<file path="config.mk">
export PLATFORM = sky130hd
export DESIGN_NAME = interval_timer
export DESIGN_NICKNAME = d
export VERILOG_FILES = /design/src/rtl/is_pkg.sv /design/src/rtl/sat_counter.sv /design/src/rtl/interval_timer.sv
export SDC_FILE = /design/constraint.sdc
export NUM_CORES = 1
export LEC_CHECK = 0
export ABC_AREA = 1
export CAP_MARGIN = 20
export CORE_MARGIN = 2
export CORE_UTILIZATION = 25
export DETAILED_ROUTE_END_ITERATION = 16
export PLACE_DENSITY = 0.5
export SKIP_CTS_REPAIR_TIMING = 1
export SLEW_MARGIN = 40
export SYNTH_ARGS = -nofsm -noshare
export SYNTH_HDL_FRONTEND = slang
export SYNTH_SLANG_ARGS = --single-unit
</file>
<file path="constraint.sdc">
create_clock -name clk -period 10.7 [get_ports clk]
set_input_delay 2.14 -clock clk [delete_from_list [all_inputs] [get_ports clk]]
set_output_delay 2.14 -clock clk [all_outputs]
set_load 0.01 [all_outputs]
</file>
<file path="src/rtl/is_pkg.sv">
// -----------------------------------------------------------------------------
// is_pkg
// Shared types for the interval timer and the score controllers that consume
// its pulses.
//   interval_state_t : one-hot state encoding of one temporal interval
//   is_terminal()    : true for the four sticky end states
// -----------------------------------------------------------------------------
package is_pkg;

  typedef enum logic [5:0] {
    ST_IDLE    = 6'b000001,
    ST_RUN     = 6'b000010,
    ST_DONE    = 6'b000100,
    ST_TIMEOUT = 6'b001000,
    ST_SKIPPED = 6'b010000,
    ST_KILLED  = 6'b100000
  } interval_state_t;

  // Terminal states hold elapsed and emit nothing until cleared.
  function automatic logic is_terminal(interval_state_t s);
    return (s == ST_DONE) || (s == ST_TIMEOUT) ||
           (s == ST_SKIPPED) || (s == ST_KILLED);
  endfunction

endpackage

</file>
<file path="src/rtl/sat_counter.sv">
// -----------------------------------------------------------------------------
// sat_counter
// Up-counter that sticks at all-ones instead of wrapping.
//   clk : clock
//   rst : asynchronous active-high reset, q -> 0
//   clr : synchronous clear, q -> 0 (wins over en)
//   en  : advance by one when not saturated
//   q   : count value
// -----------------------------------------------------------------------------
module sat_counter #(
  parameter int WIDTH = 32
) (
  input  logic             clk,
  input  logic             rst,
  input  logic             clr,
  input  logic             en,
  output logic [WIDTH-1:0] q
);

  logic saturated;

  assign saturated = (q == {WIDTH{1'b1}});

  always_ff @(posedge clk or posedge rst) begin
    if (rst) begin
      q <= '0;
    end else if (clr) begin
      q <= '0;
    end else if (en && !saturated) begin
      q <= q + 1'b1;
    end
  end

endmodule

</file>
<file path="src/rtl/interval_timer.sv">
// -----------------------------------------------------------------------------
// interval_timer
// Transmitter side of the interval-to-synchronizer protocol: models one
// temporal interval with a minimum and maximum duration and emits one pulse
// describing how the interval ended.
//
// Ports
//   clk, rst        : clock, asynchronous active-high reset
//   tick            : time-base enable; elapsed advances on cycles with tick=1
//   start           : start point occurred; begins the interval
//   skip_in         : start point was skipped
//   kill_in         : kill request
//   clear           : return a terminal state to IDLE for reuse
//   trigger         : end-point user interaction
//   interactive     : 1 = end needs trigger, 0 = end automatically at d_min
//   d_min, d_max    : duration bounds in ticks, latched at start
//   event_min       : pulse, interval ended inside [d_min, d_max]
//   event_finished  : pulse, d_max reached without a valid end
//   skip_p, kill_p  : pulse, interval skipped / killed
//   running         : high while in RUN
//   elapsed         : ticks counted since start
//
// Handshake: there is no backpressure. Each pulse is a registered, single-cycle
// strobe appearing the cycle after the decision; at most one pulse fires per
// start..clear episode, and the consumer must sample it on that cycle.
// All outputs are registered; the state register is state_q.
// -----------------------------------------------------------------------------
module interval_timer
  import is_pkg::*;
#(
  parameter int WIDTH = 32
) (
  input  logic             clk,
  input  logic             rst,
  input  logic             tick,
  input  logic             start,
  input  logic             skip_in,
  input  logic             kill_in,
  input  logic             clear,
  input  logic             trigger,
  input  logic             interactive,
  input  logic [WIDTH-1:0] d_min,
  input  logic [WIDTH-1:0] d_max,
  output logic             event_min,
  output logic             event_finished,
  output logic             skip_p,
  output logic             kill_p,
  output logic             running,
  output logic [WIDTH-1:0] elapsed
);

  interval_state_t state_q, state_d;

  // Configuration captured at start so the interval is immune to later edits.
  logic [WIDTH-1:0] d_min_q, d_max_q;
  logic             interactive_q;
  logic             cfg_load;

  logic cnt_clr, cnt_en;

  logic ev_min_d, ev_fin_d, skip_d, kill_d;

  logic reached_min, within_max, reached_max, cfg_invalid;
  logic end_valid, time_out;

  // ---------------------------------------------------------------------------
  // Window comparisons on the registered elapsed value.
  // ---------------------------------------------------------------------------
  assign reached_min = (elapsed >= d_min_q);
  assign within_max  = (elapsed <= d_max_q);
  assign reached_max = (elapsed >= d_max_q);
  assign cfg_invalid = (d_min_q > d_max_q);

  assign end_valid = reached_min && within_max && (trigger || !interactive_q);

  // An empty window can never be satisfied, so it times out on the first RUN
  // evaluation rather than waiting for elapsed to crawl up to d_max.
  assign time_out = reached_max || cfg_invalid;

  // ---------------------------------------------------------------------------
  // Next-state and pulse decision.
  // ---------------------------------------------------------------------------
  always_comb begin
    state_d  = state_q;
    cfg_load = 1'b0;
    cnt_clr  = 1'b0;
    cnt_en   = 1'b0;
    ev_min_d = 1'b0;
    ev_fin_d = 1'b0;
    skip_d   = 1'b0;
    kill_d   = 1'b0;

    case (state_q)
      ST_IDLE: begin
        if (kill_in) begin
          state_d = ST_KILLED;
          kill_d  = 1'b1;
        end else if (skip_in) begin
          // Skip outranks a simultaneous start.
          state_d = ST_SKIPPED;
          skip_d  = 1'b1;
        end else if (start) begin
          state_d  = ST_RUN;
          cfg_load = 1'b1;
          cnt_clr  = 1'b1;
        end
      end

      ST_RUN: begin
        if (kill_in) begin
          state_d = ST_KILLED;
          kill_d  = 1'b1;
        end else if (end_valid) begin
          // Checked before time_out so a trigger at exactly d_max still counts
          // as a valid end.
          state_d  = ST_DONE;
          ev_min_d = 1'b1;
        end else if (time_out) begin
          state_d  = ST_TIMEOUT;
          ev_fin_d = 1'b1;
        end else begin
          cnt_en = tick;
        end
      end

      ST_DONE, ST_TIMEOUT, ST_SKIPPED, ST_KILLED: begin
        if (clear) begin
          state_d = ST_IDLE;
          cnt_clr = 1'b1;
        end
      end

      default: begin
        // Any non-one-hot value recovers to a clean IDLE.
        state_d = ST_IDLE;
        cnt_clr = 1'b1;
      end
    endcase
  end

  // ---------------------------------------------------------------------------
  // State, configuration and output registers.
  // ---------------------------------------------------------------------------
  always_ff @(posedge clk or posedge rst) begin
    if (rst) begin
      state_q <= ST_IDLE;
    end else begin
      state_q <= state_d;
    end
  end

  always_ff @(posedge clk or posedge rst) begin
    if (rst) begin
      d_min_q       <= '0;
      d_max_q       <= '0;
      interactive_q <= 1'b0;
    end else if (cfg_load) begin
      d_min_q       <= d_min;
      d_max_q       <= d_max;
      interactive_q <= interactive;
    end
  end

  // Pulses and running come from the same decision as state_d, so they line
  // up with the state register cycle for cycle.
  always_ff @(posedge clk or posedge rst) begin
    if (rst) begin
      event_min      <= 1'b0;
      event_finished <= 1'b0;
      skip_p         <= 1'b0;
      kill_p         <= 1'b0;
      running        <= 1'b0;
    end else begin
      event_min      <= ev_min_d;
      event_finished <= ev_fin_d;
      skip_p         <= skip_d;
      kill_p         <= kill_d;
      running        <= (state_d == ST_RUN);
    end
  end

  // ---------------------------------------------------------------------------
  // Elapsed-time counter.
  // ---------------------------------------------------------------------------
  sat_counter #(
    .WIDTH (WIDTH)
  ) u_elapsed (
    .clk (clk),
    .rst (rst),
    .clr (cnt_clr),
    .en  (cnt_en),
    .q   (elapsed)
  );

endmodule
</file>
Word level (Yosys, flattened, before mapping)
Index checks and enable logic that the tools add are counted.
Widths: inputs -> output; s select.
- bits in registers: 108
- logic and storage cells: 65
- bits of input ports: 73
- output and inout bits: 37
- add/sub/neg operators: 1
- reductions and logical operators: 10
- multiplexer cells: 32
- $lt $le $gt $ge: 4
- equality and inequality tests: 8
- operator list (cell ; number):
    $ge 32x32->1 ; 2
    $mux 32 ; 2
    $mux 6 ; 7
    $add 32x1->32 const B ; 1
    $eq 32x32->1 const B ; 1
    $gt 32x32->1 ; 1
    $le 32x32->1 ; 1
    $mux 1 ; 21
    $pmux 6 s3 ; 1
    $eq 6x2->1 const B ; 2
    $eq 6x1->1 const B ; 1
    $eq 6x3->1 const B ; 1
    $eq 6x4->1 const B ; 1
    $eq 6x5->1 const B ; 1
    $eq 6x6->1 const B ; 1
    $reduce_or 4->1 ; 1
    $logic_and 1x1->1 ; 3
    $pmux 1 s3 ; 1
    $logic_not 1->1 ; 2
    $logic_or 1x1->1 ; 2
    $reduce_bool 2->1 ; 1
    $reduce_or 2->1 ; 1

Depth between registers and ports, before layout
- depth after elaboration: 9
- mapped depth: 21
- depth with buffers taken out: 20

Hierarchy
Synthesis repeated with hierarchy kept, for this count alone.
- cell total of the unflattened synthesis: 1026
- area, all modules: 7659.8 µm²
- by module, submodules not included (module ; cells each ; area an instance (µm²) ; sequential area each (µm²) ; times used):
    interval_timer ; 670 ; 5388.9 ; 1903.1 ; 1
    sat_counter ; 356 ; 2270.9 ; 800.8 ; 1

Worst setup path before layout
OpenSTA, ideal clock, no wires.
- path type: input-to-reg
- start point: in kill_in
- end point: reg u_elapsed.q[27]
- setup slack: 7545 ps
- path buffers: 1
- library setup time: 122 ps
- stages: 9
- data arrival time: 3033 ps
- data required time: 10578 ps
- cell sequence: inv_1 nand4_1 inv_1 nand3_2 nor2_4 buf_6 nand2_1 nor3_1 nor2_1
- longest elaborated chain between the ends: 4
- elaborated cells on any way between the ends: 7
- those cells by class: mux (5); reduce/logical (2)
- RTL lines (element ; line ; source):
    from (decl) ; interval_timer.sv:38 ; input logic kill_in,
    $mux 1 ; interval_timer.sv:110 ; if (kill_in) begin
    $mux 1 ; interval_timer.sv:93 ; case (state_q)
    $logic_and 1x1->1 ; sat_counter.sv:29 ; end else if (en && !saturated) begin
    $reduce_bool 2->1 (no line) ; n/a ;
    to (signal assigned) ; sat_counter.sv:30 ; q <= q + 1'b1;
    to (decl) ; sat_counter.sv:17 ; output logic [WIDTH-1:0] q
Parallel ways exist; a longest one is shown, timed or not.
A chain may end at the register's enable or synchronous reset.

Worst setup path in the final report
- start point: in kill_in
- end point: reg d_min_q[22]
- longest elaborated chain between the ends: 2
- RTL lines (element ; line ; source):
    $mux 1 ; interval_timer.sv:95 ; if (kill_in) begin
    $mux 1 ; interval_timer.sv:93 ;
    to (signal assigned) ; interval_timer.sv:158 ; d_min_q <= d_min;
    to (decl) ; interval_timer.sv:55 ; logic [WIDTH-1:0] d_min_q, d_max_q;
No other way between the ends.

==> results.md <==
* Via total after detailed routing at 6,228
* Total length of routed wires at 19,360 um
* Overflow after GRT at 0
* First-pass GRT wire length at 32,010 um
* Depth of the worst register-to-register path at 14
* Post-DP HPWL at 15,230 um
* Cell count after synthesis at 960
* Clock slew at reported path FFs at 0.07 ns
* Worst endpoint data arrival time at 4.34 ns
* Final total negative setup slack at 0 ns
* Starting DRC count in detailed routing at 292
* Worst flop-to-flop path startpoint: d_max_q[19]
* Leading cell types by total area after synthesis: sky130_fd_sc_hd__dfrtp_1 (37%), sky130_fd_sc_hd__ha_1 (17%), sky130_fd_sc_hd__nand2_1 (13%), sky130_fd_sc_hd__inv_1 (7.0%), sky130_fd_sc_hd__o21ai_0 (5.1%)
* Count of standard-cell rows at 62
* Antenna Diode Count at 0
* Number of storage elements in the synthesis netlist at 108
* Die outline height at 175.1 um
* R2R setup slack at 7.76 ns
* Fill count at 3,058
* Number of clock sinks at 108
* Syn Std Cell Area at 7321 sq um
* Most common cell after layout, fill and taps aside: sky130_fd_sc_hd__nand2_1
* Slew Limit Headroom at 52.21%
* Measured slew at the worst slew-check pin at 0.7169 ns
* Number of maximum-capacitance constraint violations at 0
* Ports at 110
* Path type of the worst min-delay path: flop to flop
* Skew final at 0.009185 ns
* Number of hold-slack violations in the final timing report at 0
* Largest net degree at the start of global routing at 66
* Area share of the largest cell type after synthesis at 36.57%
* Weighted congestion reported at the end of routability-driven placement at 0.8070
* Final-report setup violation count at 0
* Global Route Usage Sum at 13.07%
* Highest-count cells in the layout ignoring fill and taps: sky130_fd_sc_hd__nand2_1 (254), sky130_fd_sc_hd__inv_1 (135), sky130_fd_sc_hd__clkdlybuf4s50_1 (109)
* Sequential-to-total area share from yosys stat at 36.93%
* Post-Syn Area per Cell at 7.626 sq um
* Starting Density at 25.44%
* Cell type contributing the most total cell area after synthesis: sky130_fd_sc_hd__dfrtp_1
* Floorplan Core Area at 28,780 sq um
* Beginning of the worst hold path: interactive_q
* Hold Path Stages at 2
* Layout cell share with drive strength beyond 1 at 4.597%
* Critical Path Slowest Stage Cell: sky130_fd_sc_hd__clkinv_2
* Biggest cell delay along the critical path at 0.57 ns
* Ordered cell list for the critical path: clkdlybuf4s50_1, inv_1, nand4_1, clkinv_2, buf_4, nand2_1, o21ai_0
* Required time of the critical path at 10.92 ns
* Number of warnings issued by yosys at 0
* Growth of design area from synthesis to finish at 24.42%
* Sort of element at the start of the critical path: input port
* Die area at 30,670 sq um
* Chip width at 175.1 um
* Hold-critical path endpoint: interactive_q
* Reg-to-reg critical path endpoint: u_elapsed.q[15]
* Setup repair after global routing missed its margin: false
* Post-layout min period at 4.123 ns
* Worst-skew pair later-pin latency at 0.35 ns
* Maximum clock frequency at 0.2425 GHz
* Number of input and output port buffers inserted at 109
* Setup Crit Path Kind: input port to flop
* Nets@finish at 1,232
* CP Capture Type: flop
* Routed wire length per instance at 13.35 um
* Cell at the root of the clock tree: sky130_fd_sc_hd__clkbuf_16
* Bufs on Longest Clock Path at 2
* Areal power density over the cells at 187.7 nW/um^2
* Vias in the first global route at 6,048
* Leakage power at 4.413 nW
* Number of pins exceeding their max-slew limit in the final report at 0
* Post-DR vias/cell at 4.295
* Maximum vdd drop at 0.00009057 V
* Total CTS buffers at 9
* Post-route insts no fill at 1,450
* H-tree levels at 3
* Number of unique standard cell types used by synthesis at 35
* Total iterations of the first detailed-routing run at 4
* Synthesized Nets at 1,130
* Number of antenna violations at the first check in global routing at 0
* Post-route clock period utilization at 38.54%
* Clock tree from TritonCTS: done
* Peak fanout along the critical path at 65
* Outcome: completed
* DR DRC count at 0
* Cell count after placement at 1,435
* Antenna Violating Nets Remaining at 0
[Yosys cell counts]
library cell	n
sky130_fd_sc_hd__nand2_1	254
sky130_fd_sc_hd__inv_1	137
sky130_fd_sc_hd__dfrtp_1	107
sky130_fd_sc_hd__ha_1	97
sky130_fd_sc_hd__nor2_1	93
sky130_fd_sc_hd__o21ai_0	75
sky130_fd_sc_hd__a21oi_1	50
sky130_fd_sc_hd__nand3_1	32
sky130_fd_sc_hd__nand4_1	15
sky130_fd_sc_hd__buf_2	10
sky130_fd_sc_hd__nor3_1	10
sky130_fd_sc_hd__xor2_1	8
sky130_fd_sc_hd__nor4_1	7
sky130_fd_sc_hd__clkbuf_1	6
sky130_fd_sc_hd__nor2_2	6
sky130_fd_sc_hd__nor2_4	6
sky130_fd_sc_hd__nand2_2	5
sky130_fd_sc_hd__a21o_1	4
sky130_fd_sc_hd__inv_2	4
sky130_fd_sc_hd__nand3_2	4
sky130_fd_sc_hd__o21a_1	4
sky130_fd_sc_hd__a31oi_1	3
sky130_fd_sc_hd__nor3_2	3
sky130_fd_sc_hd__o21bai_1	3
sky130_fd_sc_hd__buf_4	2
sky130_fd_sc_hd__buf_6	2
sky130_fd_sc_hd__o211ai_1	2
sky130_fd_sc_hd__o31ai_1	2
sky130_fd_sc_hd__o32ai_1	2
sky130_fd_sc_hd__xnor2_1	2
sky130_fd_sc_hd__a31o_2	1
sky130_fd_sc_hd__and2_4	1
sky130_fd_sc_hd__dfstp_2	1
sky130_fd_sc_hd__nand3b_4	1
sky130_fd_sc_hd__nor3b_1	1
[metrics by stage]
step	setup slack [ns]	hold slack (ns)	total power, mW	util [%]	area (sq um)
2_1_floorplan	5.716	0.4492	1.160	-	7321
4_1_cts	6.581	0.4906	1.740	31.65	9109
5_1_grt	6.242	0.5356	1.902	31.65	9109
3_5_place_dp	6.195	0.4721	1.374	30.59	8805
3_3_place_gp	6.263	0.4668	1.359	30.58	8801
6_report	6.577	0.4905	1.710	31.65	9109
[cell type report]
cell class              count  area (sq um)  area share, %
repair buffers            111          1110          12.18
clock inverters             1         30.03         0.3297
flip-flops and latches    108          2704          29.68
multi-input cells         691          3978          43.67
clock buffers              14         274.0          3.008
well taps                 384         480.5          5.275
inverters                 141         533.0          5.852
[power breakdown]
part / internal [mW] / total (mW) / leakage [nW] / switching, mW
clock network: 0.200 / 0.358 / 0.149 / 0.157
logic: 0.282 / 0.756 / 2.88 / 0.474
registers: 0.539 / 0.596 / 1.38 / 0.0572
total: 1.02 / 1.71 / 4.41 / 0.688
[state kept, by name (all words and copies together), names as in the netlist]
signal          cells
d_max_q            32
kill_p              1
u_elapsed.q        32
d_min_q            32
skip_p              1
event_min           1
running             1
interactive_q       1
event_finished      1
state_q             6
[worst max path at each step]
stage | slack [ns] | to | startpoint | depth (start not counted)
2_1_floorplan | 5.72 | d_max_q[0] | rst | 1
3_3_place_gp | 6.26 | d_max_q[31] | kill_in | 7
3_5_place_dp | 6.20 | d_min_q[20] | kill_in | 7
4_1_cts | 6.58 | d_min_q[20] | kill_in | 7
5_1_grt | 6.24 | d_min_q[31] | kill_in | 7
6_report | 6.58 | d_min_q[22] | kill_in | 7
[worst max-delay path, delay by kind of cell]
family	cells	cell delay, ns
buffers and inverters	4	1.73
AND/OR/NAND/NOR	2	0.32
AO/OA/AOI/OAI	1	0.08
[logic make-up (layout without fill, tap and decap cells)]
group / count (synthesis) / after routing / share of synthesized area (%)
and+or+nand+nor: 438 / 438 / 25.86
buffers and inverters: 161 / 267 / 8.733
AOI/OAI and AO/OA: 146 / 146 / 10.70
DFF: 108 / 108 / 36.93
adders and majority gates: 97 / 97 / 16.58
xor gates and xnor gates: 10 / 10 / 1.196
[layer usage]
metal / GRT usage, % / routed length (um)
met5: 0 / 0
met4: 2.500 / 143
met3: 2.023 / 570
met2: 21.05 / 8703
met1: 18.56 / 9946
Power figures use the tool's default switching activity.
